<file path="src/rtl/dma_pkg.sv">
// Shared field layout, opcode/mode codes, sequencer state encoding and
// instruction classification helpers for the instruction sequencer.
package dma_pkg;

    // Instruction field bit positions
    localparam int OP_HI   = 25;
    localparam int OP_LO   = 24;
    localparam int MODE_HI = 23;
    localparam int MODE_LO = 22;
    localparam int SRC_HI  = 21;
    localparam int SRC_LO  = 14;
    localparam int DST_HI  = 13;
    localparam int DST_LO  = 6;
    localparam int CNT_HI  = 5;
    localparam int CNT_LO  = 0;

    // Opcodes
    localparam logic [1:0] OP_MEMIO = 2'b00;
    localparam logic [1:0] OP_IOMEM = 2'b01;
    localparam logic [1:0] OP_IO1   = 2'b10;
    localparam logic [1:0] OP_IO2   = 2'b11;

    // Modes that request a DMA transfer
    localparam logic [1:0] MODE_DMA_A = 2'b01;
    localparam logic [1:0] MODE_DMA_B = 2'b10;

    // Sequencer states
    localparam logic [1:0] ST_IDLE = 2'd0;
    localparam logic [1:0] ST_RUN  = 2'd1;
    localparam logic [1:0] ST_XFER = 2'd2;
    localparam logic [1:0] ST_HALT = 2'd3;

    // Memory-side opcode, transfer mode and a non-zero beat count
    function automatic logic is_dma_class(input logic [25:0] instr);
        logic [1:0] op;
        logic [1:0] mode;
        op   = instr[OP_HI:OP_LO];
        mode = instr[MODE_HI:MODE_LO];
        return ((op == OP_MEMIO) || (op == OP_IOMEM)) &&
               ((mode == MODE_DMA_A) || (mode == MODE_DMA_B)) &&
               (instr[CNT_HI:CNT_LO] != '0);
    endfunction

    // I/O-only instructions may issue while a transfer is running
    function automatic logic is_overlappable(input logic [25:0] instr);
        return (instr[OP_HI:OP_LO] == OP_IO1) || (instr[OP_HI:OP_LO] == OP_IO2);
    endfunction

endpackage

</file>
<file path="src/rtl/dma_addr_gen.sv">
// Per-beat address generator: latches a transfer descriptor on load and
// produces the source/destination/remaining-count stream one beat per step.
module dma_addr_gen (
    input  logic       clock,
    input  logic       reset_n,
    input  logic       load,
    input  logic       step,
    input  logic [7:0] src,
    input  logic [7:0] dst,
    input  logic [5:0] cnt,
    output logic [7:0] next_source,
    output logic [7:0] next_destination,
    output logic [5:0] updated_count,
    output logic       last
);

    logic [7:0] src_l;
    logic [7:0] dst_l;
    logic [5:0] cnt_l;
    logic [5:0] offset;
    logic [6:0] offset_inc;
    logic [7:0] step_off;

    assign offset_inc = {1'b0, offset} + 7'd1;
    assign last       = (offset_inc >= {1'b0, cnt_l});
    assign step_off   = {2'b00, offset_inc[5:0]};

    // Descriptor latch and beat advance; 8-bit adds wrap modulo 256
    always_ff @(posedge clock or negedge reset_n) begin
        if (!reset_n) begin
            src_l            <= '0;
            dst_l            <= '0;
            cnt_l            <= '0;
            offset           <= '0;
            next_source      <= '0;
            next_destination <= '0;
            updated_count    <= '0;
        end else if (load) begin
            src_l            <= src;
            dst_l            <= dst;
            cnt_l            <= cnt;
            offset           <= '0;
            next_source      <= src;
            next_destination <= dst;
            updated_count    <= cnt - 6'd1;
        end else if (step) begin
            offset           <= offset_inc[5:0];
            next_source      <= src_l + step_off;
            next_destination <= dst_l + step_off;
            updated_count    <= updated_count - 6'd1;
        end
    end

endmodule

</file>
<file path="src/rtl/instruction_sequencer.sv">
// Instruction sequencer: walks instruction memory, issues instructions,
// launches DMA transfers and lets I/O-only instructions overlap them.
module instruction_sequencer
    import dma_pkg::*;
#(
    parameter int IMEM_AW  = 13,
    parameter int PROG_LEN = 8191
) (
    input  logic               clock,
    input  logic               reset_n,
    input  logic               start,
    input  logic               stall,
    output logic [IMEM_AW-1:0] imem_addr,
    input  logic [25:0]        imem_data,
    output logic [25:0]        instruction,
    output logic               instr_valid,
    output logic               dma_start,
    output logic [7:0]         next_source,
    output logic [7:0]         next_destination,
    output logic [5:0]         updated_count,
    output logic               dma_active,
    output logic               dma_done,
    output logic               done
);

    localparam logic [IMEM_AW-1:0] LAST_PC = IMEM_AW'(PROG_LEN - 1);
    localparam logic [IMEM_AW-1:0] PC_ONE  = IMEM_AW'(1);

    logic [1:0]         state;
    logic [IMEM_AW-1:0] pc;
    logic               last_issued;
    logic               dma_class;
    logic               overlap;
    logic               at_last;
    logic               issue_ovl;
    logic               end_prog;
    logic               ag_load;
    logic               ag_step;
    logic               ag_last;

    assign imem_addr = pc;
    assign dma_class = is_dma_class(imem_data);
    assign overlap   = is_overlappable(imem_data);
    assign at_last   = (pc == LAST_PC);
    assign issue_ovl = (state == ST_XFER) && overlap && !last_issued;
    // pc saturates at the last word, so a flag records that it was issued
    assign end_prog  = last_issued || (issue_ovl && at_last);
    assign ag_load   = !stall && (state == ST_RUN) && dma_class;
    assign ag_step   = !stall && (state == ST_XFER) && !ag_last;

    dma_addr_gen u_addr_gen (
        .clock            (clock),
        .reset_n          (reset_n),
        .load             (ag_load),
        .step             (ag_step),
        .src              (imem_data[SRC_HI:SRC_LO]),
        .dst              (imem_data[DST_HI:DST_LO]),
        .cnt              (imem_data[CNT_HI:CNT_LO]),
        .next_source      (next_source),
        .next_destination (next_destination),
        .updated_count    (updated_count),
        .last             (ag_last)
    );

    // Sequencing FSM, program counter and issue/pulse registers
    always_ff @(posedge clock or negedge reset_n) begin
        if (!reset_n) begin
            state       <= ST_IDLE;
            pc          <= '0;
            last_issued <= 1'b0;
            instruction <= '0;
            instr_valid <= 1'b0;
            dma_start   <= 1'b0;
            dma_active  <= 1'b0;
            dma_done    <= 1'b0;
            done        <= 1'b0;
        end else if (stall) begin
            instr_valid <= 1'b0;
            dma_start   <= 1'b0;
            dma_done    <= 1'b0;
        end else begin
            instr_valid <= 1'b0;
            dma_start   <= 1'b0;
            dma_done    <= 1'b0;
            case (state)
                ST_IDLE: begin
                    if (start) state <= ST_RUN;
                end
                ST_RUN: begin
                    instruction <= imem_data;
                    instr_valid <= 1'b1;
                    if (at_last) last_issued <= 1'b1;
                    else         pc <= pc + PC_ONE;
                    if (dma_class) begin
                        dma_start  <= 1'b1;
                        dma_active <= 1'b1;
                        state      <= ST_XFER;
                    end else if (at_last) begin
                        done  <= 1'b1;
                        state <= ST_HALT;
                    end
                end
                ST_XFER: begin
                    if (issue_ovl) begin
                        instruction <= imem_data;
                        instr_valid <= 1'b1;
                        if (at_last) last_issued <= 1'b1;
                        else         pc <= pc + PC_ONE;
                    end
                    if (ag_last) begin
                        dma_done   <= 1'b1;
                        dma_active <= 1'b0;
                        done       <= end_prog;
                        state      <= end_prog ? ST_HALT : ST_RUN;
                    end
                end
                default: begin
                    done <= 1'b1;
                end
            endcase
        end
    end

endmodule

</file>
<file path="config.mk">
export PLATFORM = sky130hd
export DESIGN_NAME = instruction_sequencer
export DESIGN_NICKNAME = d
export VERILOG_FILES = /design/src/rtl/dma_pkg.sv /design/src/rtl/dma_addr_gen.sv /design/src/rtl/instruction_sequencer.sv
export SDC_FILE = /design/constraint.sdc
export NUM_CORES = 1
export LEC_CHECK = 0
export CORE_MARGIN = 5
export CORE_UTILIZATION = 30
export DETAILED_ROUTE_END_ITERATION = 6
export SYNTH_ARGS = -nofsm -noshare
export SYNTH_HDL_FRONTEND = slang
export SYNTH_SLANG_ARGS = --single-unit
</file>
<file path="constraint.sdc">
create_clock -name clock -period 3.5 [get_ports clock]
set_input_delay 0.35 -clock clock [delete_from_list [all_inputs] [get_ports clock]]
set_output_delay 0.35 -clock clock [all_outputs]
set_load 0.02 [all_outputs]
</file>
; ---- Yosys cells after proc, flatten, opt, wreduce, memory -nomap -nowiden
; Index checks and enable logic that the tools add are counted.
[word_totals]
register_bits = 97
latchBits = 0
ramBits = 0
rom_bits = 0
output_inout_bits = 66
n_memories = 0
[op_classes]
add_sub_neg = 6
n_mul = 0
div_mod_pow = 0
magnitude_cmp = 1
eq_ne = 15
n_shift = 0
n_mux = 38
n_bitwise = 2
n_reduce_logical = 26
[ops]
columns = cell, n
row1 = $pmux 26 s2, 1
row2 = $mux 8, 4
row3 = $mux 13, 2
row4 = $mux 26, 1
row5 = $pmux 13 s2, 1
row6 = $mux 6, 4
row7 = $add 8x6->8, 2
row8 = $mux 1, 15
row9 = $add 13x1->13 const B, 1
row10 = $eq 13x13->1 const B, 1
row11 = $ne 2x2->1 const B, 6
row12 = $sub 6x1->6 const B, 2
row13 = $mux 2, 5
row14 = $reduce_and 5->1, 2
row15 = $logic_and 1x1->1, 9
row16 = $eq 2x2->1 const B, 4
row17 = $add 6x1->7 const B, 1
row18 = $ge 7x6->1, 1
row19 = $eq 2x1->1 const B, 3
row20 = $pmux 1 s2, 3
row21 = $pmux 2 s3, 1
row22 = $reduce_bool 6->1, 1
row23 = $logic_not 2->1, 2
row24 = $logic_or 1x1->1, 4
row25 = 8 further kinds, 12

; ---- Longest topological paths before layout
; Gate-level depths: netlist of run 1.
[depth]
word_depth = 9
mapped_depth = 16
mapped_depth_nobuf = 14

; ---- Cells and area by module
; Synthesis of run 1 repeated with hierarchy kept, for this count alone.
[hier_totals]
cells_unflattened = 465
area_unflattened_um2 = 5001.0
[modules_own_cells]
columns = module, n_inst, cells_each, area_each_um2, seq_area_each_um2
row1 = dma_addr_gen, 1, 297, 2896.5, 1251.2
row2 = instruction_sequencer, 1, 168, 2104.5, 1176.1

; ---- Worst setup path after synthesis of run 1
; No wires, ideal clock.
[synth_path]
path_type = input -> register
start = input port imem_data[1]
end = register u_addr_gen.updated_count[4]
setup_ns = 0.082
t_arrival_ns = 2.683
required_ns = 3.418
path_slack_ns = 0.735
cell_stages = 14
n_path_buf = 2
path_cell_list = or4_4 > o311ai_1 > or2_1 > buf_4 > inv_2 > buf_6 > nand2_1 > a21boi_0 > ha_1 > inv_1 > or3_1 > xnor2_1 > nor2_1 > a31oi_1
[synth_between]
elab_chain_len = 4
elab_cells_between_ends = 6
classes_between = add/sub (1) / mux (1) / reduce/logical (4)
[synth_rtl]
columns = element, line
row1 = "start, declared", instruction_sequencer.sv:14  ; input logic [25:0] imem_data,
row2 = branches (longest 4 deep; another with $sub 6x1->6), -
row3 = "end signal, assigned", dma_addr_gen.sv:45  ; updated_count <= cnt - 6'd1;
row4 = "end signal, assigned", dma_addr_gen.sv:50  ; updated_count <= updated_count - 6'd1;
row5 = "end, declared", dma_addr_gen.sv:13  ; output logic [5:0] updated_count,
; Parallel ways; which one is timed is not known.
; A chain may end at the register's enable or synchronous reset.

; ---- Final worst setup path of run 1
; Same ends and word-level chain as after synthesis.

==> reports/results.ini, run 1 <==
[die]
die_x_microns = 140
start_util = 0.305
io_pins = 96
die_height_microns = 140
core_area_sq_um = 16600
rows = 47
die_area_sq_um = 19500

[sta]
hold_violations = 0
slew_viol_final = 0
tightest_slew_ps = 1090
setup_viol = 0
fmax_mhz = 333
finalCritPeriodShare = 0.859
period_needed_ps = 3010
clock_skew_ps = 10.5
rsz0062_at_grt = false
fin_setup_tns_ps = 0
relSlewSlack = 0.274

[pwr]
switching_power_mw = 2.29
p_sw_frac = 0.396
comb_power_share = 0.491
powerDensity_nw_per_um2 = 882
p_int_mw = 3.49
vdd_ir_drop_max_v = 0.000402
total_power_mw = 5.79
p_leak_nw = 2.88
pwr-share-seq = 0.333
power_frac_clock = 0.176

[route]
first_pass_iters = 4
drc = 0
viasPerCell = 4.87
wl_per_cell_microns = 15.8
detail-route-antenna-nets = 0
vias = 4002
drt_iter0_drc = 176
wl_microns = 13000

[grt]
use_met3 = 0.0298
grt_max_degree = 84
grt_pass1_wl_microns = 21600
grt_pass1_vias = 4171
met1_usage = 0.172
busiest_layer = met2
antenna_found_initial = 0
grt_overflow = 0
track_usage = 0.136
grtUsageMet2 = 0.226

[synthesis]
syn_area_sq_um = 5060
synth-edff-count = 0
ys_seq_area_frac = 0.480
ys_warn_count = 0
ys_ff_latch = 97
postSynthAreaPerCell_sq_um = 10.2
syn_inst = 498
synth_nets = 556
async_reset_ff_frac = 1.00
ys_types = 57
synth_flop_cell = dfrtp_1

[critical_path]
required_ps = 3790
worstPathArrival_ps = 3290
end_kind = register
start_kind = primary input
crit_path_max_fanout = 4
crit_type = in2reg

[cts]
tritoncts = yes
cts_resized = 0
cts_buffers = 9
cts.sinks = 97
hold_buffers = 0
ctsLongestPathBuffers = 2
path_clk_slew_ps = 70
root_buffer = clkbuf_16
postCtsSetupBuffers = 0
insertion_delay_ps = 360
h-tree-depth = 3

[finish]
area_growth_pct = 29.8
ff_latch_area_sq_um = 2430
nNetsFinal = 655
fillerInstances = 1628
fin_area_sq_um = 6560
layout-drive-gt1-share = 0.101
diodes = 0
multi_input_area_sq_um = 2440

[job]
drv_cap = 0

[placed_design]
place_area_sq_um = 6270
numPortBuffers = 95
place_congestion = 0.813
detailedPlacementHpwl_microns = 9330

[min_path]
hold_class = in2async

[status]
status = complete, no violations

[logic make-up (layout without fill, tap and decap cells)]
| group | count (synthesis) | after routing | synth area share |
|---|---|---|---|
| AOI/OAI and AO/OA | 112 | 112 | 0.141 |
| xor gates and xnor gates | 26 | 26 | 0.0450 |
| adders and majority gates | 28 | 28 | 0.0723 |
| buffers and inverters | 42 | 146 | 0.0366 |
| DFF | 97 | 97 | 0.480 |
| muxes | 38 | 38 | 0.0817 |
| and+or+nand+nor | 155 | 155 | 0.144 |
[power by group through the flow]
stage	combinational, mW	clock [mW]	sequential [mW]
floorplan	1.42	0	2.26
global placement	2.82	0	1.92
detailed placement	2.87	0	1.95
CTS	2.89	1.05	1.93
global route	3.15	1.08	2.00
finish	2.84	1.02	1.93
[registers in the layout (all words and copies together) (netlist names)]
signal / cells
imem_addr: 13
done: 1
u_addr_gen.next_source: 8
last_issued: 1
u_addr_gen.cnt_l: 6
instr_valid: 1
u_addr_gen.dst_l: 8
dma_active: 1
instruction: 26
dma_done: 1
dma_start: 1
state: 2
u_addr_gen.src_l: 8
u_addr_gen.offset: 6
u_addr_gen.next_destination: 8
u_addr_gen.updated_count: 6
[worst max-delay path: stages]
cell and delay [ps]:
clkdlybuf4s50_1 480, or4_4 590, o311ai_1 320, or2_1 210
inv_2 60, and2_1 180, a21oi_1 120, ha_1 220
inv_1 80, or3_1 330, xnor2_1 150, nor2_1 50
a31oi_1 140
[through the flow]
step / hold slack (ps) / util / instances / worst slack, ps
final: 188 / 0.396 / 822 / 494
after global routing: 283 / 0.396 / 822 / 247
after CTS: 247 / 0.396 / 822 / 530
after detailed placement: 474 / 0.378 / 806 / 189
after global placement: 466 / 0.378 / 806 / 238
after floorplan: 54.4 / - / 498 / 735
[layout by cell type, fill, tap and decap left out, types with 2 or more instances in the layout]
cell type	n
or3_1	6
mux2_2	26
o211ai_1	5
a21o_1	7
mux2i_1	12
nor3_1	7
clkbuf_16	9
or4_1	4
nand3_1	10
o21a_1	7
xnor2_1	13
clkinvlp_4	2
ha_1	26
a31oi_1	7
o21ai_0	38
a211oi_1	5
nor2b_1	3
o31ai_1	6
inv_1	23
nor2_1	28
nand2_1	70
nand2b_1	5
buf_4	12
nor3b_1	3
xor2_1	13
nand4_1	4
and3_1	4
fa_1	2
a21oi_1	21
or2_2	3
dfrtp_1	97
clkdlybuf4s50_1	94
[per-layer routing]
metal	up-vias	part of all wire
li1	1948	-
met1	1941	0.45
met2	93	0.48
met3	20	0.040
met4	0	0.022
met5	-	0
[final cells by class]
type,instances,area share
Multi-Input combinational cell,359,0.372
Clock inverter,6,0.0103
Tap cell,220,0.0419
Inverter,24,0.0137
Clock buffer,10,0.0349
Timing Repair Buffer,106,0.157
Sequential cell,97,0.370
[Yosys cell counts, types with 2 or more instances]
cell,number,area share
buf_4,3,0.0045
ha_1,26,0.064
a21oi_1,21,0.021
o21a_1,7,0.010
a21o_1,7,0.010
fa_1,2,0.0079
clkbuf_1,7,0.0052
nand2b_1,5,0.0062
nand2_1,70,0.052
and3_1,4,0.0049
mux2i_1,12,0.024
nor2_1,28,0.021
nor3b_1,3,0.0045
mux2_2,26,0.058
o31ai_1,6,0.0089
a211oi_1,5,0.0074
o21ai_0,38,0.038
nor3_1,7,0.0069
o211ai_1,5,0.0074
dfrtp_1,97,0.48
xor2_1,13,0.023
inv_1,23,0.017
nand3_1,10,0.0099
buf_2,7,0.0069
or3_1,6,0.0074
nor2b_1,3,0.0037
or4_1,4,0.0059
nand4_1,4,0.0049
or2_2,3,0.0037
a31oi_1,7,0.0087
xnor2_1,13,0.023
[final timing paths]
path | cells after the start | slack, ps | start | end
max | 13 | 490 | imem_data[1] | u_addr_gen.updated_count[4]$_DFFE_PN0P_
min | 1 | 190 | reset_n | instruction[19]$_DFFE_PN0P_
max reg2reg | 10 | 560 | u_addr_gen.offset[0]$_DFFE_PN0P_ | u_addr_gen.updated_count[2]$_DFFE_PN0P_
min reg2reg | 2 | 480 | u_addr_gen.src_l[2]$_DFFE_PN0P_ | u_addr_gen.src_l[2]$_DFFE_PN0P_
max in group asynchronous | 2 | 2460 | reset_n | u_addr_gen.updated_count[0]$_DFFE_PN0P_
min in group clock | 2 | 480 | u_addr_gen.src_l[2]$_DFFE_PN0P_ | u_addr_gen.src_l[2]$_DFFE_PN0P_
Power figures use the tool's default switching activity.
==> run 2, diff against run 1 <==
--- a/config.mk
+++ b/config.mk
@@ -7,2 +7,3 @@
 export LEC_CHECK = 0
+export ABC_AREA = 1
 export CORE_MARGIN = 5
--- a/constraint.sdc
+++ b/constraint.sdc
@@ -3,2 +3,2 @@
 set_output_delay 0.35 -clock clock [all_outputs]
-set_load 0.02 [all_outputs]
+set_load 0.1 [all_outputs]
==> reports/results.ini, run 2 <==
[job]
drv_cap = 0

[finish]
multi_input_area_sq_um = 2210
layout-drive-gt1-share = 0.0516
final_cell_mix = 237 x nand2_1, 97 x dfrtp_1, 94 x clkdlybuf4s50_1
layout_commonest_cell = nand2_1
diodes = 0
ff_latch_area_sq_um = 2430
nNetsFinal = 751
area_growth_pct = 31.1
regMostFlops = instruction
largest_reg_flops = 26
fillerInstances = 1634

[sta]
rsz0062_at_grt = false
hold_violations = 0
finalCritPeriodShare = 0.795
tightest_slew_ps = 1020
setup_viol = 0
slew_viol_final = 0
relSlewSlack = 0.316
fmax_mhz = 359
fin_setup_tns_ps = 0
period_needed_ps = 2780
clock_skew_ps = 9.62

[cts]
path_clk_slew_ps = 70
insertion_delay_ps = 350
ctsLongestPathBuffers = 2
h-tree-depth = 3
tritoncts = yes
root_buffer = clkbuf_16
cts_buffers = 9
postCtsSetupBuffers = 0
hold_buffers = 0
cts_resized = 0
cts.sinks = 97

[synthesis]
synth_commonest_cells = 237 x nand2_1, 97 x dfrtp_1, 53 x inv_1
synth_compound_area_frac = 0.0608
syn_area_sq_um = 4900
synth.most_common_cell = nand2_1
synth_top_family_by_area = simple AND/OR/NAND/NOR gates
synth_nets = 652
yosysTopAreaCell = dfrtp_1
ys_ff_latch = 97
postSynthAreaPerCell_sq_um = 8.25
syn_inst = 594
yosysTopAreaCellShare = 0.495
ys_warn_count = 0
synth_fa_ha_area_frac = 0.0745
synth-xor-area-share = 0.0429
synth_flop_cell = dfrtp_1
ys_seq_area_frac = 0.495
ys_types = 32
synthSimpleGateAreaFrac = 0.272
synth-edff-count = 0
async_reset_ff_frac = 1.00
synth.area.mux_share = 0
ys_top_cells_by_area = dfrtp_1 50%, nand2_1 18%, ha_1 6.6%

[critical_path]
r2r-end = u_addr_gen.updated_count[0]$_DFFE_PN0P_
worstPathArrival_ps = 2990
worst_path_max_delay_cell = dfrtp_1
cp_common_cell = nand3_1
crit_type = reg2reg
required_ps = 3710
crit_chain = nand3_1 -> nor3_1 -> xor2_1 -> ha_1 -> inv_1 -> o22ai_1 -> nor2_1 -> nand3_1 -> nand2_2 -> inv_2 -> nand2_1 -> o21ai_0
start_kind = register
end_kind = register
cp_slowest_stage_delay_ps = 420
worstReg2RegStart = u_addr_gen.offset[2]$_DFFE_PN0P_
critPathTopFamily = simple AND/OR/NAND/NOR gates
crit_path_max_fanout = 26
rr_worst_depth = 12
critical_path_buf_inv_count = 2
r2r_setup_slack_ps = 720

[route]
drt_iter0_drc = 197
viasPerCell = 4.37
detail-route-antenna-nets = 0
wl_microns = 12500
vias = 3998
wl_per_cell_microns = 13.7
drc = 0
first_pass_iters = 4

[grt]
grt_max_degree = 58
grt_pass1_vias = 4101
track_usage = 0.141
antenna_found_initial = 0
grt_overflow = 0
grt_pass1_wl_microns = 20800

[die]
rows = 46
die_area_sq_um = 19000
start_util = 0.307
die_height_microns = 138
core_area_sq_um = 15900
die_x_microns = 138
io_pins = 96

[placed_design]
place_congestion = 0.789
numPortBuffers = 95
detailedPlacementHpwl_microns = 9230

[min_path]
hold_class = in2async

[status]
status = complete, no violations

## run 2: cell types whose count changed after synthesis, sizes merged, moves of 8 or more
cell,delta
mux2i,-12
mux2,-26
a21oi,-8
nand2,+169
inv,+30
xnor2,-10
xor2,+8
nand3,+22
## run 2: worst max-delay path by stage
stage                                                start                                       to  slack (ps)  cells after the start
after floorplan                   imem_addr[0]$_DFFE_PN0P_                imem_addr[10]$_DFFE_PN0P_        1020                     11
after global placement    u_addr_gen.offset[0]$_DFFE_PN0P_  u_addr_gen.updated_count[1]$_DFFE_PN0P_         820                     11
after detailed placement  u_addr_gen.offset[2]$_DFFE_PN0P_  u_addr_gen.updated_count[1]$_DFFE_PN0P_         690                     12
after CTS                 u_addr_gen.offset[2]$_DFFE_PN0P_  u_addr_gen.updated_count[0]$_DFFE_PN0P_         690                     12
after global routing      u_addr_gen.offset[2]$_DFFE_PN0P_  u_addr_gen.updated_count[0]$_DFFE_PN0P_         340                     12
final                     u_addr_gen.offset[2]$_DFFE_PN0P_  u_addr_gen.updated_count[0]$_DFFE_PN0P_         720                     12
## run 2: cells by family (layout without fill, tap and decap cells)
kind of cell	after synthesis	count (layout)
compound gates	56	56
xor+xnor	24	24
fa+ha+maj	28	28
buf+inv	69	173
flops	97	97
simple gates	320	320
## run 2: worst reg2reg max path, cell delays in order, from the launching register on
cell and delay [ps]:
dfrtp_1 420, nand3_1 140, nor3_1 200, xor2_1 350, ha_1 320, inv_1 60, o22ai_1 70, nor2_1 150
nand3_1 130, nand2_2 300, inv_2 300, nand2_1 120, o21ai_0 80
## run 2: cell type report
class / count / share of cell area
sequential: 97 / 0.378
multi-input combinational: 428 / 0.343
timing repair buffer: 103 / 0.157
clock buffer: 14 / 0.0427
tap: 216 / 0.0421
inverter: 54 / 0.0316
clock inverter: 2 / 0.00545
## run 2: metrics by stage
stage | cell area [sq um] | setup WS, ps | utilization | cells | hold WS [ps]
floorplan | 4900 | 1020 | - | 594 | 54.4
global placement | 6110 | 819 | 0.384 | 898 | 455
detailed placement | 6110 | 693 | 0.384 | 898 | 458
CTS | 6420 | 692 | 0.403 | 914 | 95.0
global route | 6420 | 338 | 0.403 | 914 | 133
finish | 6420 | 717 | 0.403 | 914 | 47.5
## run 2: routing by layer
metal  vias up  share of wire  track usage
li1       2079              -            -
met1      1842           0.48        0.187
met2        63           0.47        0.229
met3        14          0.039       0.0314
met4         0          0.016       0.0439
met5         -              0            0
Power of run 2 is not shown: default switching activity piles up to over one toggle a cycle in this logic, so the estimate is an artifact.
==> variant 1 (settings of run 2) <==
The parameter `IMEM_AW` goes from 13 to 14.
--- a/src/rtl/instruction_sequencer.sv
+++ b/src/rtl/instruction_sequencer.sv
@@ -3,7 +3,7 @@
 module instruction_sequencer
     import dma_pkg::*;
 #(
-    parameter int IMEM_AW  = 13,
+    parameter int IMEM_AW  = 14,
     parameter int PROG_LEN = 8191
 ) (
     input  logic               clock,
Ports: changed (resized imem_addr); port bits go from 96 to 97. No check against the original RTL was run, so the function may have changed too.
==> variant 1 against run 2 <==
Non-clock buffer count shrank 2; design area grew 2.8%; sequential cell count grew 1; synthesized area grew 5.5%; count of clock-buffer cells in the layout shrank 4; worst hold slack gained 0.11 ns; via count grew 1.1%; wire length is essentially flat; worst setup slack gained 0.16 ns; critical path type unchanged; critical endpoint unchanged.
Power is not shown: default switching activity piles up to over one toggle a cycle in this logic, so the estimate is an artifact.
==> variant 1: results (changes against run 2) <==
| Metric | Value |
|---|---|
| DR iter-0 viols | `196 (-0.51%)` |
| Multi-input combinational area share | `35.75% (+1.4 points)` |
| Reg2reg path depth | `13 (+1)` |
| Largest net degree at the start of global routing | `76 (+31%)` |
| Die area | `0.01996 mm^2 (+5.1%)` |
| Hold WS | `0.1586 ns (+0.1111 ns)` |
| Commonest cells post-synth | `192 x nand2_1, 98 x dfrtp_1, 53 x inv_1` |
| Synth Instances | `591 (-0.51%)` |
| Clk sinks | `98 (+1.0%)` |
| Vias/cell | `4.414 (+0.90%)` |
| Top-area cell type share of the netlist area | `47.43% (-2.1 points)` |
| Buffering overhead | `15.08% (-0.62 points)` |
| Filler cells | `1,751 (+7.2%)` |
| Max Clock Skew | `0.005237 ns (-0.004379 ns)` |
| Worst slew margin | `32.30% (+0.71 points)` |
| Avg WL per Cell | `13.64 um (-0.31%)` |
| Clock slew at reported path FFs | `0.07 ns (about the same)` |
| Drt total wl | `12,500 um (about the same)` |
| Comb_multi_in | `415 (-3.0%)` |
| Placed cell areas | `0.006331 mm^2 (+3.5%)` |
| Compound-Gate Fraction of Synth Area | `5.445% (-0.63 points)` |
| Status | `complete, no violations` |
| Post-Synth XOR/XNOR Area | `3.558% (-0.73 points)` |
| First-pass GRT wire length | `21,210 um (+2.1%)` |
| Final nets | `746 (-0.67%)` |
| Post-placement worst setup slack | `0.8771 ns (+0.1839 ns)` |
| Post-synthesis sequential area ratio | `47.43% (-2.1 points)` |
| Worst path arrival time | `2.84 ns (-0.15 ns)` |
| Post-synthesis net count | `649 (-0.46%)` |
| Mux cell area share after synthesis | `4.792% (+4.8 points)` |
| Port Buffers | `96 (+1.1%)` |
| Flop-to-flop setup slack | `0.87 ns (+0.16 ns)` |
| Final core occ | `38.59% (-1.7 points)` |
| CLK BUF | `10 (-4)` |
| Seq area share | `37.13% (-0.66 points)` |
| Worst r2r src | `u_addr_gen.offset[0]$_DFFE_PN0P_` |
| Synth Area in Adders | `7.067% (-0.39 points)` |
| Routability Congestion | `0.8412 (+6.6%)` |
| Clock-cell share | `4.149% (-0.66 points)` |
variant 1: critical path, stage by stage (launching register included):
cell     delay (ns)
dfrtp_1        0.42
ha_1           0.25
xor2_1         0.35
ha_1           0.33
a21oi_1        0.13
o21ai_1        0.08
nand3_1        0.07
nand3_1        0.07
nand2_1        0.13
nand3_1        0.10
nand2_1        0.12
inv_2          0.23
nand2_1        0.13
o21ai_0        0.08
variant 1: kinds of logic (layout without fill, tap and decap cells):
| family | after synthesis | count (layout) |
|---|---|---|
| xor gates and xnor gates | 21 | 21 |
| buffers and inverters | 78 | 178 |
| AOI/OAI and AO/OA | 52 | 52 |
| DFF | 98 | 98 |
| muxes | 22 | 22 |
| adders and majority gates | 28 | 28 |
| and+or+nand+nor | 292 | 292 |
variant 1: worst max path at each step:
stage,start,to,slack (ns),depth (start not counted)
global route,u_addr_gen.offset[0]$_DFFE_PN0P_,u_addr_gen.next_source[3]$_DFFE_PN0P_,0.66,13
global placement,u_addr_gen.offset[0]$_DFFE_PN0P_,u_addr_gen.updated_count[0]$_DFFE_PN0P_,0.89,13
finish,u_addr_gen.offset[0]$_DFFE_PN0P_,u_addr_gen.updated_count[0]$_DFFE_PN0P_,0.87,13
CTS,u_addr_gen.offset[0]$_DFFE_PN0P_,u_addr_gen.updated_count[0]$_DFFE_PN0P_,0.85,13
floorplan,imem_addr[0]$_DFFE_PN0P_,imem_addr[12]$_DFFE_PN0P_,1.25,9
detailed placement,imem_data[23],u_addr_gen.updated_count[4]$_DFFE_PN0P_,0.88,14
variant 1: layer usage:
metal	global-route usage, %	vias to the layer above	routed length, um
met5	0	-	0
li1	-	2094	-
met2	21.44	64	5986
met3	2.224	15	436
met1	17.78	1870	5798
met4	5.558	0	276
==> variant 2 (flow settings as in run 2) <==
Without the edit above. Reset style: synchronous (`reset_n`), changed in 2 clocked blocks.
--- a/src/rtl/dma_addr_gen.sv
+++ b/src/rtl/dma_addr_gen.sv
@@ -26,7 +26,7 @@
     assign step_off   = {2'b00, offset_inc[5:0]};
 
     // Descriptor latch and beat advance; 8-bit adds wrap modulo 256
-    always_ff @(posedge clock or negedge reset_n) begin
+    always_ff @(posedge clock) begin
         if (!reset_n) begin
             src_l            <= '0;
             dst_l            <= '0;
--- a/src/rtl/instruction_sequencer.sv
+++ b/src/rtl/instruction_sequencer.sv
@@ -63,7 +63,7 @@
     );
 
     // Sequencing FSM, program counter and issue/pulse registers
-    always_ff @(posedge clock or negedge reset_n) begin
+    always_ff @(posedge clock) begin
         if (!reset_n) begin
             state       <= ST_IDLE;
             pc          <= '0;
Function: differs if reset_n is asserted again (counterexample within 4 cycles, from zero or initial values and one cycle with reset_n low); with reset_n held inactive, the same outputs for 4 cycles.
==> variant 2 against run 2 <==
Die area decreased by 0.26%; worst setup slack got worse by 0.055 ns; design area decreased by 1.7%; worst hold slack improved by 0.42 ns; wire length increased by 7.3%; synthesized cell count increased by 13%; synthesized area decreased by 0.28%; sequential cell count unchanged; critical endpoint is now u_addr_gen.next_source[6]$_SDFFE_PN0P_.
==> variant 2: results (changes against run 2) <==
| Metric | Value |
|---|---|
| Async SR Flop Fraction | `0% (-100 points)` |
| Placed insts | `963 (+7.2%)` |
| DR iter-0 viols | `206 (+4.6%)` |
| Critical R2R Capture | `u_addr_gen.next_source[6]$_SDFFE_PN0P_` |
| Post-Synth XOR/XNOR Area | `3.584% (-0.70 points)` |
| Status | `complete, no violations` |
| HPWL Detailed | `9835 um (+6.6%)` |
| Crit-path max FO | `13 (-50%)` |
| Hold WS | `0.4722 ns (+0.4248 ns)` |
| Number of global-route vias before repair | `4,306 (+5.0%)` |
| Final nets | `816 (+8.7%)` |
| GR Util All Layers | `14.81% (+0.73 points)` |
| Hold Crit Class | `flip-flop to flip-flop` |
| Mapped Avg Cell Area | `7.294 um^2 (-12%)` |
| Commonest cells post-synth | `158 x nand2_1, 97 x dfxtp_1, 75 x nor2_1` |
| Worst path arrival time | `3.12 ns (+0.13 ns)` |
| Routability Congestion | `0.8054 (+2.1%)` |
| Total number of vias | `4,475 (+12%)` |
| Reg2reg path depth | `14 (+2)` |
| Synth Area in Adders | `7.476% (+0.021 points)` |
| Flop-to-flop setup slack | `0.66 ns (-0.05 ns)` |
| Share of cells above drive strength 1 | `5.898% (+0.74 points)` |
| Max Clock Skew | `0.006829 ns (-0.002787 ns)` |
| Placed cell areas | `0.006023 mm^2 (-1.5%)` |
| Avg WL per Cell | `13.71 um (+0.14%)` |
| Vias/cell | `4.571 (+4.5%)` |
| Largest net degree at the start of global routing | `42 (-28%)` |
| Highest cell delay on the worst timing path | `0.40 ns (-0.02 ns)` |
| Cell variety after synth | `38 (+19%)` |
| Compound-Gate Fraction of Synth Area | `14.70% (+8.6 points)` |
| Slowest-stage cell, CP | `dfxtp_1` |
| Worst-margin pin slew | `1.037 ns (+0.01446 ns)` |
| Post-synthesis sequential area ratio | `39.73% (-9.8 points)` |
| Max FFs per register | `26 (unchanged)` |
| First-pass GRT wire length | `21,960 um (+5.7%)` |
| Post-synthesis net count | `728 (+12%)` |
==> variant 2: changes by cell type after synthesis, sizes merged, moves of 17 or more <==
cell / change
o21ai: +17
a21oi: +52
nand2: -77
nor2: +50
dfxtp: +97
dfrtp: -97
==> variant 2: layout make-up <==
type                    count  area [um^2]
repair buffers            102         1003
clock buffers              10        239.0
clock inverters             6        52.55
well taps                 216        270.3
flip-flops and latches     97         1942
inverters                  67        251.5
fillers                  1682         9628
multi-input cells         481         2556
==> variant 2: per-stage QoR <==
stage / power (mW) / util (%)
after global routing: 2.736 / 39.61
final: 2.621 / 39.61
after floorplan: 1.541 / -
after detailed placement: 1.680 / 37.78
after CTS: 2.661 / 39.61
after global placement: 1.678 / 37.78
==> variant 2: worst register-to-register path, stage by stage, from the launching register on <==
cell and delay (ns):
dfxtp_1 0.40, nand3_1 0.12, nand3b_1 0.19, xor2_1 0.40
ha_1 0.34, nand2_1 0.06, inv_1 0.05, nand2_1 0.05
nand2_1 0.05, nor3_2 0.24, nand3_2 0.13, nand2_2 0.21
buf_4 0.25, o21ai_0 0.11, a21oi_1 0.16
==> variant 2: kinds of logic after synthesis <==
family                     count (synthesis)
AOI/OAI and AO/OA                        135
xor gates and xnor gates                  20
adders and majority gates                 28
buffers and inverters                     92
DFF                                       97
and+or+nand+nor                          298
==> variant 2: power breakdown <==
| part | switching, mW | internal, mW |
|---|---|---|
| registers | 0.0209 | 1.14 |
| clock network | 0.459 | 0.510 |
| logic | 0.361 | 0.130 |
| total | 0.841 | 1.78 |
==> variant 2: worst max path at each step <==
stage,cells past startpoint,slack [ns],start,to
floorplan,10,1.10,imem_addr[0]$_SDFFE_PN0P_,imem_addr[4]$_SDFFE_PN0P_
global placement,14,0.80,u_addr_gen.offset[0]$_SDFFE_PP0P_,u_addr_gen.next_source[6]$_SDFFE_PN0P_
detailed placement,14,0.66,u_addr_gen.offset[0]$_SDFFE_PP0P_,u_addr_gen.next_source[6]$_SDFFE_PN0P_
CTS,14,0.64,u_addr_gen.offset[0]$_SDFFE_PP0P_,u_addr_gen.next_source[6]$_SDFFE_PN0P_
global route,14,0.32,u_addr_gen.offset[0]$_SDFFE_PP0P_,u_addr_gen.next_source[6]$_SDFFE_PN0P_
finish,14,0.66,u_addr_gen.offset[0]$_SDFFE_PP0P_,u_addr_gen.next_source[6]$_SDFFE_PN0P_
==> variant 2: routing by layer <==
metal	GRT usage (%)	vias up	wire [um]
li1	-	2352	-
met4	3.659	0	149
met5	0	-	0
met1	18.57	2026	6162
met3	4.456	11	770
met2	24.84	86	6335
